==> config.mk <==
export PLATFORM = sky130hd
export DESIGN_NAME = int_ctrl
export DESIGN_NICKNAME = d
export VERILOG_FILES = /design/src/rtl/int_ctrl_pkg.sv /design/src/rtl/int_sync.sv /design/src/rtl/int_ctrl.sv
export SDC_FILE = /design/constraint.sdc
export NUM_CORES = 1
export LEC_CHECK = 0
export CORE_AREA = 2 2 39 41
export CTS_BUF_LIST = sky130_fd_sc_hd__clkbuf_2
export CTS_CLUSTER_DIAMETER = 80
export DETAILED_ROUTE_END_ITERATION = 6
export DIE_AREA = 0 0 41 43
export HOLD_SLACK_MARGIN = 0.15
export PLACE_DENSITY = 0.8
export SYNTH_ARGS = -nofsm -noshare
export SYNTH_HDL_FRONTEND = slang
export SYNTH_SLANG_ARGS = --single-unit
==> constraint.sdc <==
create_clock -name clkg -period 1.3 [get_ports clkg]
set_input_delay 0.325 -clock clkg [delete_from_list [all_inputs] [get_ports clkg]]
set_output_delay 0.325 -clock clkg [all_outputs]
set_load 0.02 [all_outputs]
==> src/rtl/int_ctrl_pkg.sv <==
// Shared types and defaults for the Gumnut interrupt sequencer.
// Imported by int_ctrl and int_sync; the INT_CTRL_SYNC_EN build also uses it.
package int_ctrl_pkg;

   localparam int unsigned DEF_PC_W        = 12;
   localparam logic [11:0] DEF_VECTOR_ADDR = 12'h001;

   typedef enum logic [2:0] {
      RUN,
      STBY,
      SAVE,
      VECTOR,
      ISR,
      RESTORE
   } int_state_e;

   // Strobes that are a pure decode of the sequencer state.
   typedef struct packed {
      logic save_we;
      logic int_ack;
      logic vec_sel;
      logic restore;
      logic stall;
      logic in_isr;
   } int_ctrl_out_t;

   // disi overrides enai when both retire at the same boundary.
   function automatic logic ie_effective(input logic ie, input logic enai, input logic disi);
      return (ie | enai) & ~disi;
   endfunction

endpackage

==> src/rtl/int_sync.sv <==
// Generic two-flop synchroniser with asynchronous active-high reset.
// Instantiated by int_ctrl only when INT_CTRL_SYNC_EN is defined.
module int_sync
   import int_ctrl_pkg::*;
#(
   parameter int unsigned WIDTH = 1
) (
   input  logic             clkg,
   input  logic             rst,
   input  logic [WIDTH-1:0] d,
   output logic [WIDTH-1:0] q
);

   logic [WIDTH-1:0] meta;

   // NOTE: sequential state uses non-blocking assignments so every flop samples pre-edge values.
   always_ff @(posedge clkg or posedge rst) begin
      if (rst) begin
         meta <= '0;
         q    <= '0;
      end else begin
         meta <= d;
         q    <= meta;
      end
   end

endmodule

==> src/rtl/int_ctrl.sv <==
// Interrupt sequencer for the Gumnut core: save, vector, handler tracking, restore, standby.
// Define INT_CTRL_SYNC_EN to pass int_req_i through a two-flop synchroniser.
module int_ctrl
   import int_ctrl_pkg::*;
#(
   parameter int unsigned        PC_W        = DEF_PC_W,
   parameter logic [PC_W-1:0]    VECTOR_ADDR = PC_W'(DEF_VECTOR_ADDR)
) (
   input  logic            clkg,
   input  logic            rst,
   input  logic            int_req_i,
   input  logic            boundary_i,
   input  logic            enai_i,
   input  logic            disi_i,
   input  logic            reti_i,
   input  logic            stby_i,
   output logic            save_we_o,
   output logic            restore_o,
   output logic            vec_sel_o,
   output logic [PC_W-1:0] vec_addr_o,
   output logic            int_ack_o,
   output logic            stall_o,
   output logic            int_en_o,
   output logic            in_isr_o,
   output logic            reti_err_o
);

   int_state_e    state;
   int_state_e    state_nxt;
   int_ctrl_out_t outs;
   logic          req_s;
   logic          ie;
   logic          ie_eff;
   logic          reti_err;

`ifdef INT_CTRL_SYNC_EN
   int_sync #(
      .WIDTH (1)
   ) u_int_sync (
      .clkg (clkg),
      .rst  (rst),
      .d    (int_req_i),
      .q    (req_s)
   );
`else
   assign req_s = int_req_i;
`endif

   assign ie_eff = ie_effective(ie, enai_i, disi_i);

   always_ff @(posedge clkg or posedge rst) begin
      if (rst) begin
         state <= RUN;
      end else begin
         state <= state_nxt;
      end
   end

   // NOTE: every combinational output gets a default first so no latch is inferred.
   always_comb begin
      state_nxt = state;
      case (state)
         RUN: begin
            if (boundary_i) begin
               if (req_s && ie_eff) begin
                  state_nxt = SAVE;
               end else if (stby_i) begin
                  state_nxt = STBY;
               end
            end
         end
         // With ie clear, standby is only left through reset.
         STBY:    if (req_s && ie) state_nxt = SAVE;
         SAVE:    state_nxt = VECTOR;
         VECTOR:  state_nxt = ISR;
         ISR:     if (boundary_i && reti_i) state_nxt = RESTORE;
         RESTORE: state_nxt = RUN;
         default: state_nxt = RUN;
      endcase
   end

   always_comb begin
      outs = '0;
      case (state)
         SAVE: begin
            outs.save_we = 1'b1;
            outs.int_ack = 1'b1;
         end
         VECTOR:  outs.vec_sel = 1'b1;
         ISR:     outs.in_isr  = 1'b1;
         RESTORE: outs.restore = 1'b1;
         STBY:    outs.stall   = 1'b1;
         default: outs = '0;
      endcase
   end

   // A reti boundary in ISR may still update ie here; RESTORE then forces it back to 1.
   always_ff @(posedge clkg or posedge rst) begin
      if (rst) begin
         ie       <= 1'b0;
         reti_err <= 1'b0;
      end else begin
         reti_err <= (state == RUN) && boundary_i && reti_i;
         case (state)
            RUN, ISR: if (boundary_i) ie <= ie_eff;
            SAVE:     ie <= 1'b0;
            RESTORE:  ie <= 1'b1;
            default:  ie <= ie;
         endcase
      end
   end

   assign save_we_o  = outs.save_we;
   assign int_ack_o  = outs.int_ack;
   assign vec_sel_o  = outs.vec_sel;
   assign restore_o  = outs.restore;
   assign stall_o    = outs.stall;
   assign in_isr_o   = outs.in_isr;
   assign vec_addr_o = VECTOR_ADDR;
   assign int_en_o   = ie;
   assign reti_err_o = reti_err;

endmodule

# Word level (Yosys, flattened, before mapping)
# Index checks and enable logic that the tools add are counted.
totals:
  out_inout_bits: 20
  wordCells: 39
  reg_bits: 5
  input_bits: 8
classes:
  n_eq_ne: 10
  reduce_logical: 10
  n_mux: 13
  bitwise_logic: 3
ops:
  columns: ["op", "count"]
  rows:
  - ["3-bit two-way mux", 5]
  - ["3-bit case mux with 5 select lines", 1]
  - ["2-bit != test, second input constant", 4]
  - ["3-bit by 2-bit == test with 1-bit output, second input constant", 2]
  - ["3-bit == test, second input constant", 2]
  - ["1-bit logical AND", 5]
  - ["1-bit two-way mux", 5]
  - ["4-bit AND reduction", 1]
  - ["3-bit by 1-bit == test with 1-bit output, second input constant", 1]
  - ["3-bit logical NOT", 1]
  - ["3-bit != test, second input constant", 1]
  - ["1-bit case mux with 3 select lines", 1]
  - ["3-bit nonzero test", 1]
  - ["2-bit two-way mux", 1]
  - ["2-bit AND reduction", 1]
  - ["2-bit OR reduction", 1]
  - ["1-bit bitwise AND", 1]
  - ["1-bit inverter", 1]
  - ["1-bit OR", 1]

# Depth between registers and ports, before layout
logic_depth:
  ltp_word: 6
  depth_mapped: 4
  depth_no_buf: 3

# Worst setup path after synthesis
# OpenSTA, ideal clock, no wires.
synth_path:
  path_kind: "register to output"
  start: "register state[2]"
  end: "output save_we_o"
  n_path_buf: 2
  path_stages_with_launch: 4
  slack_ns: -0.366
  arrival_ns: 1.341
  cell_sequence: "dfrtp_1 > buf_6 > nor3b_1 > buf_4"
synth_via:
  elab_chain_len: 2
synth_rtl:
  columns: ["item", "line", "rtl"]
  rows:
  - ["start: declaration", "int_ctrl.sv:28", "int_state_e state;"]
  - ["start signal: assignment", "int_ctrl.sv:55", "state <= state_nxt;"]
  - ["3-bit by 2-bit == test with 1-bit output", "int_ctrl.sv:84", "case (state)"]
  - ["2-bit two-way mux", "int_ctrl.sv:84", null]
  - ["end: declaration", "int_ctrl.sv:17", "output logic save_we_o,"]
# Every way passes these cells.

# Worst setup path after layout
layout_path:
  start: "register state[1]"
  end: "output stall_o"
layout_via:
  elab_chain_len: 2
layout_rtl:
  columns: ["item", "line", "rtl"]
  rows:
  - ["3-bit by 1-bit == test with 1-bit output", "int_ctrl.sv:84", null]
  - ["1-bit two-way mux", "int_ctrl.sv:84", null]
  - ["end: declaration", "int_ctrl.sv:22", "output logic stall_o,"]
# Every way passes these cells.

==> PnR_summary.wiki <==
{| class="wikitable"
! Metric !! Value
|-
| Routed length per instance || 10.0 um
|-
| Die width || between 40 and 50 um
|-
| Number of global-route vias before repair || ~370
|-
| Count of input and output buffers || 15
|-
| Static Leak || 0.339 nW
|-
| Minimum period implied by the final worst setup slack || 1.49 ns
|-
| First-pass GRT wire length || between 1000 and 1500 um
|-
| Number of detailed-route iterations in the first pass || 5
|-
| Crit-path max cell delay || around 0.41 ns
|-
| Mean instance size in the synthesized netlist || around 8.6 sq um
|-
| Deepest level of the CTS H-tree || 1
|-
| Initial detailed-routing violation count || 6
|-
| Violated checks || setup timing
|-
| Share of synthesized area occupied by flip-flops and latches || 0.270
|-
| Routability cong. || 0.680
|-
| Total track usage || 0.129
|-
| Yosys cell types || 27
|-
| Number of storage elements in the synthesis netlist || 5
|-
| WP depth || 3
|-
| Remaining global-route overflow || 0
|-
| Proportion of synthesized flip-flops having asynchronous set or reset || 1.00
|-
| Hold Fails Final Rpt || 0
|-
| Number of maximum-capacitance violations || 0
|-
| Clock input transition at the sequential cells of the worst setup and hold paths || 0.06 ns
|-
| Fraction of synthesized cell area taken by the top area cell type || 0.270
|-
| Cell area after placement || between 600 and 700 sq um
|-
| Most common library cell in the layout ignoring fill and taps || sky130_fd_sc_hd__conb_1
|-
| Setup-violating endpoint count in the final report || 6
|-
| Post-layout instance area || 671 sq um
|-
| Ant diodes || 0
|-
| Kind of cell adding the most delay to the critical path || flip-flops
|-
| Worst-path cell with the longest stage delay || sky130_fd_sc_hd__dfrtp_1
|-
| Routed Wire Length || roughly 950 um
|-
| Die span in y || between 40 and 50 um
|-
| Number of core rows || 14
|-
| Commonest non-fill, non-tap cells in the layout || sky130_fd_sc_hd__conb_1, sky130_fd_sc_hd__buf_4, sky130_fd_sc_hd__clkdlybuf4s50_1
|-
| Top cell type by total area after synthesis || sky130_fd_sc_hd__dfrtp_1
|-
| Startpoint-to-endpoint class of the critical path || flop to primary output
|-
| Post-DRT Antenna Nets || 0
|-
| Starting density of the core || 0.335
|-
| PD cells || between 1500 and 2000 nW/um^2
|-
| Hold Slack || roughly 0.31 ns
|-
| Number of buffers and inverters on the critical path || 1
|-
| Buffer depth of the longest clock path || 2
|-
| Fraction of final layout cells sized beyond drive strength 1 || 0.380
|-
| Placeable Area || 1380 sq um
|-
| Peak supply drop || 0.574 mV
|-
| DR DRC count || 0
|-
| Setup crit start kind || flop
|-
| F_max || around 670 MHz
|-
| Number of enable flip-flop cells after synthesis || 0
|-
| Type of element capturing the critical path || primary output
|-
| Top cells by area, synth || sky130_fd_sc_hd__dfrtp_1, sky130_fd_sc_hd__buf_4, sky130_fd_sc_hd__buf_6
|-
| Run status || finished with violations
|-
| CTS tree || done
|-
| Number of buffers added to fix hold violations after cts || 0
|-
| Area enclosed by the die boundary || approximately 1800 sq um
|-
| Gate count of the mapped netlist || 54
|-
| Ratio of final minimum period to clock period || 1.15
|-
| Prevailing post-synth register cell || sky130_fd_sc_hd__dfrtp_1
|-
| Largest net degree at the start of global routing || 9
|-
| Initial antenna violation count || 0
|-
| CP Max Fanout || 4
|-
| Critical path required time || roughly 1 ns
|-
| Worst Reg2Reg Path Length in Cells || 4
|-
| CTS Sinks || 5
|-
| Clock Root Buffer || sky130_fd_sc_hd__clkbuf_2
|-
| Final net count || between 80 and 90
|-
| Ratio of routed vias to standard cells || 4.31
|-
| Routed vias || between 400 and 500
|-
| Max-slew violation count || 0
|-
| Latest clock arrival within the worst-skew pair || approximately 0.22 ns
|-
| Maximum clock skew at final layout || 0.00172 ns
|-
| DPL Wire Length || 754 um
|-
| Number of warning messages in the yosys log || 0
|-
| Worst Slack Setup Final || -0.189 ns
|-
| Class of the tightest hold or removal check || primary input to asynchronous set/reset pin
|-
| Critical path arrival || approximately 1.2 ns
|-
| Layout overhead on the synthesized area || 44.5%
|-
| Critical path, cell by cell || and2b_4 -> nor2b_1 -> buf_4
|-
| Number of clock buffers inserted by TritonCTS || 3
|-
| Io pins || 28
|-
| Unrepaired setup endpoints after global routing || yes
|-
| Area of the mapped netlist || ~460 sq um
|}
## cells in the mapped netlist, types with 2 or more instances
| master | instances |
|---|---|
| sky130_fd_sc_hd__a21oi_1 | 2 |
| sky130_fd_sc_hd__conb_1 | 2 |
| sky130_fd_sc_hd__nor2b_1 | 2 |
| sky130_fd_sc_hd__buf_6 | 3 |
| sky130_fd_sc_hd__buf_4 | 13 |
| sky130_fd_sc_hd__and2_1 | 3 |
| sky130_fd_sc_hd__nand2_1 | 3 |
| sky130_fd_sc_hd__dfrtp_1 | 5 |
| sky130_fd_sc_hd__nor2_1 | 2 |
| sky130_fd_sc_hd__nor3b_1 | 2 |
## cell families (layout without fill, tap and decap cells)
logic type	Yosys count	in the layout	synth area share
AOI/OAI and AO/OA	9	9	0.121
DFF	5	5	0.270
and+or+nand+nor	21	21	0.302
buffers and inverters	17	32	0.291
other	2	12	0.0162
## per-stage QoR
step,util,std cells,total power [W],worst slack (ns),setup TNS [ns]
6_report,0.485,95,0.00119,-0.189,-0.852
2_1_floorplan,-,64,0.000749,0.00168,0
3_5_place_dp,0.453,89,0.00102,-0.404,-2.72
4_1_cts,0.474,95,0.00117,-0.194,-0.835
3_3_place_gp,0.453,89,0.000993,-0.396,-2.52
5_1_grt,0.485,95,0.00127,-0.239,-1.13
## final timing paths
check,startpoint,end,slack [ns]
worst max register to register,state[2],state[0],0.06
min in group clkg,state[0],reti_err_o,0.65
max in group asynchronous,rst,state[0],0.80
worst min register to register,state[0],reti_err_o,0.65
worst min-delay path,rst,state[1],0.31
worst max-delay path,state[1],stall_o,-0.19
## repair_timing
| action | 4_1_cts | 5_1_grt |
|---|---|---|
| gates cloned | 0 | 0 |
| setup endpoints to repair | 8 | 7 |
| setup buffers | 2 | 1 |
| resized for setup | 36 | 4 |
| pin swaps | 1 | 2 |
## sequential cells by signal, indices dropped and copies added, names as in the netlist
signal	count
reti_err_o	1
int_en_o	1
state	3
## metal layers
| metal | vias to the layer above | share of wire | track usage |
|---|---|---|---|
| li1 | 201 | - | - |
| met1 | 185 | 0.39 | 0.132 |
| met5 | - | 0 | 0 |
| met4 | 0 | 0.037 | 0.100 |
| met2 | 19 | 0.50 | 0.216 |
| met3 | 4 | 0.068 | 0.0157 |
## power breakdown
group / internal [W] / switching, W / total, W / leakage [nW]
sequential: 0.000212 / 0.0000647 / 0.000277 / 0.0626
combinational: 0.000423 / 0.000340 / 0.000763 / 0.260
clock: 0.0000815 / 0.0000675 / 0.000149 / 0.0166
total: 0.000716 / 0.000473 / 0.00119 / 0.339
## final cells by class
cell class	count	area, sq um
Fill cell	136	713
Inverter	1	3.75
Timing Repair Buffer	27	243
Clock buffer	4	20.0
Sequential cell	5	128
Multi-Input combinational cell	42	256
Tap cell	16	20.0
(Power assumes the default switching activity.)
